$ cat src/rtl/ec_scalar_seq.sv
// ---------------------------------------------------------------------------
// ec_scalar_seq -- scalar-multiplication sequencer.
//
// Scans scalar k and drives an external point-arithmetic engine, one command
// at a time, so that the engine's R0 ends up holding k*P.
//   MODE 0: variable-time left-to-right double-and-add (leading zeros skipped)
//   MODE 1: constant-time Montgomery ladder (every bit costs DBL + ADD)
//
// Ports
//   clk, rst      clock, asynchronous active-high reset
//   start, k      job request (sampled in IDLE only) and scalar
//   busy          job in progress (LOCATE .. last command)
//   op_valid      command valid; op_code/op_dst stable while high
//   op_code       0 CLR, 1 LOAD, 2 DBL, 3 ADD
//   op_dst        destination register (0 = R0, 1 = R1)
//   op_done       engine completion pulse (ignored unless op_valid)
//   done          one-cycle completion pulse, result in R0
//   result_inf    k was zero; result is the point at infinity
//   op_cnt        commands completed for this job, saturating
//
// Handshake: a command transfers on every cycle with op_valid & op_done.
// The sequencer holds op_valid/op_code/op_dst constant until that cycle and
// may present the next command on the very next cycle.
// ---------------------------------------------------------------------------
module ec_scalar_seq #(
    parameter int BW_K   = 256,
    parameter int MODE   = 0,
    parameter int BW_CNT = 16
) (
    input  logic              clk,
    input  logic              rst,
    input  logic              start,
    input  logic [BW_K-1:0]   k,
    output logic              busy,
    output logic              op_valid,
    output logic [1:0]        op_code,
    output logic              op_dst,
    input  logic              op_done,
    output logic              done,
    output logic              result_inf,
    output logic [BW_CNT-1:0] op_cnt
);
    localparam int IW = $clog2(BW_K);

    localparam logic [2:0] S_IDLE   = 3'd0;
    localparam logic [2:0] S_LOCATE = 3'd1;
    localparam logic [2:0] S_INIT0  = 3'd2;
    localparam logic [2:0] S_INIT1  = 3'd3;
    localparam logic [2:0] S_BIT_A  = 3'd4;
    localparam logic [2:0] S_BIT_B  = 3'd5;
    localparam logic [2:0] S_DONE   = 3'd6;

    localparam logic [1:0] OP_CLR  = 2'd0;
    localparam logic [1:0] OP_LOAD = 2'd1;
    localparam logic [1:0] OP_DBL  = 2'd2;
    localparam logic [1:0] OP_ADD  = 2'd3;

    logic [2:0]        state_q, state_d;
    logic [BW_K-1:0]   k_q, k_d;
    logic [IW-1:0]     idx_q, idx_d;
    logic              valid_q, valid_d;
    logic [1:0]        code_q, code_d;
    logic              dst_q, dst_d;
    logic              inf_q, inf_d;
    logic [BW_CNT-1:0] cnt_q, cnt_d;

    logic [IW-1:0]     msb_pos;
    logic [IW-1:0]     idx_m1;
    logic              k_zero;
    logic              bit_cur;
    logic              bit_nxt;
    logic              fire;

    // Leading-one detect: the highest set bit wins.
    always_comb begin
        msb_pos = '0;
        for (int i = 0; i < BW_K; i++) begin
            if (k_q[i]) msb_pos = IW'(i);
        end
    end

    assign k_zero  = ~|k_q;
    assign idx_m1  = idx_q - 1'b1;
    assign bit_cur = k_q[idx_q];
    assign bit_nxt = k_q[idx_m1];
    assign fire    = valid_q & op_done;

    always_comb begin
        state_d = state_q;
        k_d     = k_q;
        idx_d   = idx_q;
        valid_d = valid_q;
        code_d  = code_q;
        dst_d   = dst_q;
        inf_d   = inf_q;
        cnt_d   = cnt_q;

        if (fire && (cnt_q != '1)) cnt_d = cnt_q + 1'b1;

        case (state_q)
            S_IDLE: begin
                if (start) begin
                    k_d     = k;
                    cnt_d   = '0;
                    inf_d   = 1'b0;
                    state_d = S_LOCATE;
                end
            end

            S_LOCATE: begin
                if ((MODE == 0) && k_zero) begin
                    // Nothing to compute: R0 is never touched.
                    inf_d   = 1'b1;
                    state_d = S_DONE;
                end else begin
                    idx_d   = (MODE == 0) ? msb_pos : IW'(BW_K - 1);
                    valid_d = 1'b1;
                    code_d  = (MODE == 0) ? OP_LOAD : OP_CLR;
                    dst_d   = 1'b0;
                    state_d = S_INIT0;
                end
            end

            S_INIT0: begin
                if (fire) begin
                    code_d  = OP_LOAD;
                    dst_d   = 1'b1;
                    state_d = S_INIT1;
                end
            end

            S_INIT1: begin
                if (fire) begin
                    if (MODE == 0) begin
                        // The leading one is absorbed by LOAD R0; scan starts at m-1.
                        if (idx_q == '0) begin
                            valid_d = 1'b0;
                            inf_d   = k_zero;
                            state_d = S_DONE;
                        end else begin
                            idx_d   = idx_m1;
                            code_d  = OP_DBL;
                            dst_d   = 1'b0;
                            state_d = S_BIT_A;
                        end
                    end else begin
                        code_d  = OP_ADD;
                        dst_d   = ~bit_cur;
                        state_d = S_BIT_A;
                    end
                end
            end

            S_BIT_A: begin
                if (fire) begin
                    if (MODE == 0) begin
                        if (bit_cur) begin
                            code_d  = OP_ADD;
                            dst_d   = 1'b0;
                            state_d = S_BIT_B;
                        end else if (idx_q == '0) begin
                            valid_d = 1'b0;
                            inf_d   = k_zero;
                            state_d = S_DONE;
                        end else begin
                            // Zero bit: skip BIT_B, next DBL straight away.
                            idx_d   = idx_m1;
                            code_d  = OP_DBL;
                            dst_d   = 1'b0;
                        end
                    end else begin
                        code_d  = OP_DBL;
                        dst_d   = bit_cur;
                        state_d = S_BIT_B;
                    end
                end
            end

            S_BIT_B: begin
                if (fire) begin
                    if (idx_q == '0) begin
                        valid_d = 1'b0;
                        inf_d   = k_zero;
                        state_d = S_DONE;
                    end else begin
                        idx_d   = idx_m1;
                        code_d  = (MODE == 0) ? OP_DBL : OP_ADD;
                        dst_d   = (MODE == 0) ? 1'b0 : ~bit_nxt;
                        state_d = S_BIT_A;
                    end
                end
            end

            S_DONE: state_d = S_IDLE;

            default: state_d = S_IDLE;
        endcase
    end

    always_ff @(posedge clk or posedge rst) begin
        if (rst) begin
            state_q <= S_IDLE;
            k_q     <= '0;
            idx_q   <= '0;
            valid_q <= 1'b0;
            code_q  <= OP_CLR;
            dst_q   <= 1'b0;
            inf_q   <= 1'b0;
            cnt_q   <= '0;
        end else begin
            state_q <= state_d;
            k_q     <= k_d;
            idx_q   <= idx_d;
            valid_q <= valid_d;
            code_q  <= code_d;
            dst_q   <= dst_d;
            inf_q   <= inf_d;
            cnt_q   <= cnt_d;
        end
    end

    assign busy       = (state_q != S_IDLE) && (state_q != S_DONE);
    assign done       = (state_q == S_DONE);
    assign op_valid   = valid_q;
    assign op_code    = code_q;
    assign op_dst     = dst_q;
    assign result_inf = inf_q;
    assign op_cnt     = cnt_q;

endmodule

$ cat config.mk
export PLATFORM = sky130hd
export DESIGN_NAME = ec_scalar_seq
export DESIGN_NICKNAME = d
export VERILOG_FILES = /design/src/rtl/ec_scalar_seq.sv
export SDC_FILE = /design/constraint.sdc
export NUM_CORES = 1
export LEC_CHECK = 0
export CAP_MARGIN = 20
export CORE_UTILIZATION = 55
export DETAILED_ROUTE_END_ITERATION = 8
export PLACE_DENSITY = 0.93
export SETUP_SLACK_MARGIN = 0.1
export SLEW_MARGIN = 10
export SYNTH_ARGS = -nofsm -noshare
export SYNTH_HDL_FRONTEND = slang
export SYNTH_SLANG_ARGS = --single-unit
export TNS_END_PERCENT = 50
$ cat constraint.sdc
create_clock -name clk -period 17.5 [get_ports clk]
set_input_delay 5.25 -clock clk [delete_from_list [all_inputs] [get_ports clk]]
set_output_delay 5.25 -clock clk [all_outputs]
set_load 0.005 [all_outputs]
# Word-level counts from Yosys, hierarchy flattened
# Index checks and enable logic that the tools add are counted.
# classes
addsub	2
magnitude_cmp	1
n_eq_ne	16
n_mux	302
bitwise_logic	1
n_reduce_logical	16
# op_table
op	count
8-bit 2-to-1 mux	258
256-bit OR reduction	1
16-bit 2-to-1 mux	3
8-bit case mux with 3 select lines	1
3-bit 2-to-1 mux	7
1-bit 2-to-1 mux	19
16-bit by 1-bit adder with 16-bit output, second input constant	1
2-bit 2-to-1 mux	8
16-bit inequality test, second input constant	1
3-bit case mux with 5 select lines	1
5-bit AND reduction	3
2-bit inequality test, second input constant	6
3-bit == test, second input constant	3
8-bit by 9-bit less-than comparator with 1-bit output, second input constant	1
1-bit binary-select mux with 8-bit select	1
8-bit logical NOT	1
1-bit case mux with 4 select lines	2
2-bit case mux with 4 select lines	1
4-bit nonzero test	2
8-bit by 1-bit subtractor with 8-bit output, second input constant	1
3-bit by 2-bit == test with 1-bit output, second input constant	2
3-bit inequality test, second input constant	2
6-bit AND reduction	1
3-bit nonzero test	2
other kinds (9)	10
# totals
ff_bits	288
out_inout_bits	23

# Depth between registers and ports, before layout
# Gate-level depths: netlist of the first run.
# depth
ltp_word	257
depth_mapped	15

# Worst setup path after synthesis of the first run
# Ideal clock, no wire load.
# synth_timing
kind	input port to flip-flop
start	in start
end	reg k_q[0]
setup_ps	125
arrival_ps	6870
setup_slack_ps	10505
stages	4
path_buffers	2
path_cell_list	nor4b_1 clkbuf_1 clkbuf_1 mux2_2
# synth_between
elab_chain_len	1
# synth_rtl
element	line	text
from (decl)	32	input logic start,
2-bit AND reduction (no line)	n/a	
to (signal assigned)	212	k_q <= k_d;
to (decl)	59	logic [BW_K-1:0] k_q, k_d;
# No other way between the ends.
# A chain may end at the register's enable or synchronous reset.

# Worst setup path in the final report of the first run
# layout_timing
start	in start
end	reg k_q[125]
# The elaborated chain is that of the path after synthesis.

==> results of run 1 <==
area by class of cell:
class / instances / area [sq um] / area share
clock buffers: 39 / 856 / 0.0408
well taps: 390 / 488 / 0.0233
flip-flops and latches: 288 / 7210 / 0.344
repair buffers: 294 / 2930 / 0.140
clock inverters: 19 / 295 / 0.0141
multi-input cells: 1188 / 8950 / 0.427
inverters: 61 / 236 / 0.0113
Yosys cell counts, types with 7 or more instances:
cell type,instances,share of area
a22o_1,10,0.0052
a21oi_2,8,0.0042
o31ai_1,19,0.0085
a31oi_1,10,0.0037
o21ai_0,106,0.032
dfrtp_1,288,0.43
a2111oi_0,9,0.0047
nand2_1,107,0.024
buf_2,13,0.0039
clkbuf_1,44,0.0099
a21oi_1,66,0.020
mux2i_1,33,0.020
mux2_2,208,0.14
a22oi_1,23,0.010
o211ai_1,9,0.0040
nand3_1,32,0.0096
mux4_2,46,0.062
nand2b_1,14,0.0052
nor2_1,123,0.028
and3_1,11,0.0041
nor4_1,100,0.037
xor2_1,8,0.0042
or3_1,12,0.0045
nand4_1,32,0.012
o2111ai_1,8,0.0042
nor2b_1,25,0.0094
a41oi_1,8,0.0042
o21bai_1,7,0.0031
nor3_1,54,0.016
inv_1,61,0.014
o21a_1,8,0.0036
worst max-delay path, cell delays in order:
cell             delay (ps)
clkdlybuf4s50_1         500
nor4b_2                 190
buf_4                   740
buf_4                   910
buf_4                   770
mux2_2                  420
sequential cells by signal, indices dropped and copies added (netlist names):
register / cells
k_q: 256
op_cnt: 16
idx_q: 8
state_q: 3
op_code: 2
op_dst: 1
op_valid: 1
result_inf: 1
kinds of logic after synthesis:
group,after synthesis,share of synthesized area
multiplexers,290,0.227
buffers and inverters,128,0.0325
flip-flops,288,0.432
AND/OR/NAND/NOR,535,0.162
XOR/XNOR,12,0.00630
AO/OA/AOI/OAI,349,0.139
adder cells (fa/ha/maj),2,0.00150
per-stage QoR:
stage	hold WS, ps	power, mW	instances	area (sq um)	setup WS (ps)
after global routing	543	3.96	2279	21000	8750
after detailed placement	504	2.94	2219	19800	8520
final	521	3.76	2279	21000	9000
after global placement	495	2.85	2218	19800	8590
after CTS	520	3.71	2277	20900	9070
after floorplan	494	2.46	1604	16700	4300
power groups by stage:
stage / Combinational, mW / Sequential, mW / Clock [mW]
floorplan: 1.16 / 1.30 / 0
global placement: 1.37 / 1.47 / 0
detailed placement: 1.43 / 1.51 / 0
CTS: 1.46 / 1.51 / 0.743
global route: 1.60 / 1.59 / 0.772
finish: 1.48 / 1.54 / 0.738
worst paths after layout:
kind | start | endpoint | slack (ps) | cells after the start
max | start | k_q[125]$_DFFE_PP0P_ | 9000 | 6
min | result_inf$_DFFE_PP0P_ | result_inf$_DFFE_PP0P_ | 520 | 1
max reg2reg | idx_q[1]$_DFFE_PP0P_ | idx_q[1]$_DFFE_PP0P_ | 12790 | 10
min reg2reg | result_inf$_DFFE_PP0P_ | result_inf$_DFFE_PP0P_ | 520 | 1
max in group asynchronous | rst | k_q[112]$_DFFE_PP0P_ | 10640 | 4
min in group asynchronous | rst | k_q[154]$_DFFE_PP0P_ | 5080 | 2
metal layers:
| layer | vias to the layer above | GRT usage |
|---|---|---|
| li1 | 6666 | - |
| met1 | 7376 | 0.449 |
| met2 | 1008 | 0.545 |
| met3 | 213 | 0.0540 |
| met4 | 0 | 0.132 |
| met5 | - | 0 |
==> results.yml, run 1 <==
placed_design:
  hpwlAfterDp_um: 36800
  gp_congestion: 0.943
  port_buffers: 282
timing:
  setup_tns_ps: 0
  slew_viol_final: 0
  min_period_ps: 8500
  period_share: 0.486
  max_freq_mhz: 118
  worst_pin_slew_ps: 1160
  hold_viol: 0
  slew-limit-headroom: 0.217
  finalSetupViolations: 0
  rsz0062_at_grt: "no"
  worst_clock_skew_ps: 14.9
cts:
  cts.sinks: 288
  cts_made_buffers: 31
  post_cts_resized: 0
  root_buffer: "clkbuf_16"
  post_cts_buffers: 0
  cts_buffer_depth: 3
  cts.htree.levels: 1
  cts_tree: "yes"
  clk_latency_ps: 580
  hold_buffers: 0
  clkTransAtPathRegs_ps: 60
cells_and_area:
  post-route-util: 0.706
  syn_to_final_growth_pct: 25.6
  layout.cells.most_common: "dfrtp_1"
  nNetsFinal: 2126
  antenna-diode-count: 0
  final_cell_mix: "dfrtp_1 (286), clkdlybuf4s50_1 (282), mux2_2 (208), nor2_1 (123), nand2_1 (107)"
  drive_above_1_share: 0.181
  fill_cells: 2023
global_route:
  grt_start_max_net_pins: 146
  grtUsageTotal: 0.335
  grt_pass1_wl_um: 81800
  grt_pass1_vias: 14900
  grt_remaining_overflow: 0
  antenna_found_initial: 0
yosys:
  seq_area_frac_synth: 0.432
  synthArstFlopShare: 1.00
  ys_ff_latch: 288
  syn_nets: 1866
  synth_edf_count: 0
  synthesis.area_sq_mm: 0.0167
  synth-main-ff-cell: "dfrtp_1"
  synth.avg_cell_area_sq_um: 10.4
  ys_types: 72
  synth_warnings: 0
  syn_inst: 1604
setup_path:
  crit_path_end_kind: "flip-flop"
  arrival_ps: 8950
  startpoint_type: "input port"
  path_max_fanout: 90
  worst_ep_required_time_ps: 17950
  worstSetupPathType: "in2reg"
routing:
  wl_met2_um: 24600
  wl_met3_um: 4950
  drtIter0Drc: 1973
  drt-met1-wl_um: 20100
  avgViaCountPerCell: 6.70
  totalWireLength_um: 51700
  wl_per_cell_um: 22.7
  highest_layer: "met4"
  vias: 15300
  drc_errors: 0
  first_pass_iters: 7
  ant_nets: 0
floorplan:
  num_rows: 63
  die_area_sq_mm: 0.0311
  ios: 283
  core-area_sq_mm: 0.0297
  dieWidth_um: 176
  start_util: 0.562
  die_y_um: 176
pwr:
  cellPowerDensity_mw_per_mm2: 179
  intPower_mw: 2.22
  p_sw_frac: 0.409
  p_clk_frac: 0.197
  combinationalPowerShare: 0.394
  ir_drop_uv: 109
  leakagePower_nw: 8.14
  p_sw_mw: 1.54
  power_frac_seq: 0.410
min_path:
  hold_class: "reg2reg"
run_status:
  status: "complete, no violations"
run:
  cap_violations: 0
(Power assumes the default switching activity.)
==> inputs of run 2 (changes only) <==
Settings changed: CORE_UTILIZATION 55 to 54, PLACE_DENSITY 0.93 to 0.92.
Clock period 17.5 ns to 8.65 ns, I/O delays scaled along.
==> run 2 against run 1 <==
Effect of this change: non-clock buffer count down 1; sequential share of layout area rose by 0.30 points; global-route usage is 1.2 points lower; sequential power grew 100%; critical path depth down 3; routed wire length fell by 0.79%; clock skew is 7.5 ps lower; design area is 0.87% lower; total power grew 96%; largest power group unchanged; clock power rose by 75%; utilization decreased by 2.4 points; hold slack improved by 8.5 ps.
==> results.yml, run 2 (synthesis results as in run 1) <==
placed_design:
  dpl.cell_count: 2225
  gp_congestion: 0.964
  hpwlAfterDp_um: 36800
  place_ws_ps: 3720
  port_buffers: 282
  postPlaceCellArea_sq_mm: 0.0198
pwr:
  ir_drop_uv: 170
  leakagePower_nw: 8.02
  p_total_mw: 7.37
  cellPowerDensity_mw_per_mm2: 354
floorplan:
  ios: 283
  start_util: 0.547
  die_area_sq_mm: 0.0316
  dieWidth_um: 178
  core-area_sq_mm: 0.0305
  die_y_um: 178
  num_rows: 64
cts:
  clk_latency_ps: 570
  cts_buffer_depth: 3
  post_cts_buffers: 0
  root_buffer: "clkbuf_16"
  cts.sinks: 288
  post_cts_resized: 0
  hold_buffers: 0
  cts_tree: "yes"
  cts.htree.levels: 1
  clkTransAtPathRegs_ps: 60
  cts_made_buffers: 30
setup_path:
  startpoint_type: "flip-flop"
  arrival_ps: 2340
  reg2reg_from: "idx_q[0]$_DFFE_PP0P_"
  r2r_slack_ps: 3940
  worst_ep_required_time_ps: 6060
  path_max_fanout: 14
  crit_path_start: "state_q[2]$_DFFE_PP0P_"
  reg2reg_depth: 10
  r2r-end: "idx_q[1]$_DFFE_PP0P_"
  cp-endpoint: "busy"
  worstSetupPathType: "reg2out"
  crit_path_end_kind: "output port"
run_status:
  status: "complete, no violations"
cells_and_area:
  fin_area_sq_mm: 0.0208
  top_register: "k_q"
  largest_register_ffs: 256
  syn_to_final_growth_pct: 24.6
  nNetsFinal: 2124
  fill_cells: 2166
  drive_above_1_share: 0.178
  layout.cells.most_common: "dfrtp_1"
  finalNonFillerCells: 2279
  final_cell_mix: "dfrtp_1 (286), clkdlybuf4s50_1 (282), mux2_2 (208), nor2_1 (123), nand2_1 (107)"
  post-route-util: 0.682
global_route:
  grt_remaining_overflow: 0
  grt_start_max_net_pins: 163
  grt_pass1_wl_um: 80100
  grtUsageTotal: 0.323
  antenna_found_initial: 1
  grt_pass1_vias: 14900
timing:
  setup_tns_ps: 0
  fin_ws_ps: 3710
  max_freq_mhz: 202
  worst_clock_skew_ps: 7.34
  finalSetupViolations: 0
  period_share: 0.571
  rsz0062_at_grt: "no"
  slew-limit-headroom: 0.250
  slew_viol_final: 0
  worst_pin_slew_ps: 1110
  min_period_ps: 4940
  hold_viol: 0
  hold_slack_ps: 530
routing:
  wl_per_cell_um: 22.5
  avgViaCountPerCell: 6.67
  totalWireLength_um: 51300
  drtIter0Drc: 1998
  first_pass_iters: 7
  drc_errors: 0
  ant_nets: 0
  vias: 15200
min_path:
  hold_class: "reg2reg"
run:
  cap_violations: 0
## run 2: cell count changes in the layout (fill, tap and decap cells not counted), sizes merged
cell,before,now
buf,11,10
bufinv,7,2
clkbuf,39,38
clkinv,7,8
diode,0,2
dlymetal6s2s,1,0
inv,62,61
## run 2: power breakdown
group / switching [mW] / leakage, nW / total (mW) / internal [mW]
registers: 1.13 / 3.45 / 3.13 / 2.00
logic: 1.37 / 4.11 / 2.96 / 1.59
clock network: 0.554 / 0.472 / 1.29 / 0.733
## run 2: layer usage
metal	up-vias	track usage	part of all wire	routed length (um)
li1	6662	-	-	-
met4	0	0.125	0.034	1760
met1	7368	0.435	0.39	20100
met2	1012	0.520	0.48	24400
met5	-	0	0	0
met3	170	0.0593	0.10	5110
## run 2: area by class of cell
class	instances	area, sq um	area share
multi-input combinational	1188	8950	0.430
clock inverter	14	131	0.00632
antenna	2	5.00	0.000241
timing repair buffer	293	2940	0.141
tap	396	495	0.0238
sequential	288	7210	0.347
clock buffer	37	828	0.0398
inverter	61	233	0.0112
## run 2: worst min path at each step
stage                                 startpoint                      to  slack (ps)  cells after the start
after CTS                 op_code[0]$_DFFE_PP0P_  op_code[0]$_DFFE_PP0P_         530                      2
after detailed placement  op_code[0]$_DFFE_PP0P_  op_code[0]$_DFFE_PP0P_         520                      2
after global placement    op_code[0]$_DFFE_PP0P_  op_code[0]$_DFFE_PP0P_         510                      2
after global routing      op_code[0]$_DFFE_PP0P_  op_code[0]$_DFFE_PP0P_         570                      2
after floorplan           op_code[0]$_DFFE_PP0P_  op_code[0]$_DFFE_PP0P_         490                      2
final                     op_code[0]$_DFFE_PP0P_  op_code[0]$_DFFE_PP0P_         530                      2
## run 2: critical path, cell delays in order (launching register included)
cell and delay, ps:
dfrtp_1 660, nor2b_1 450, or3_1 190, clkdlybuf4s50_1 490
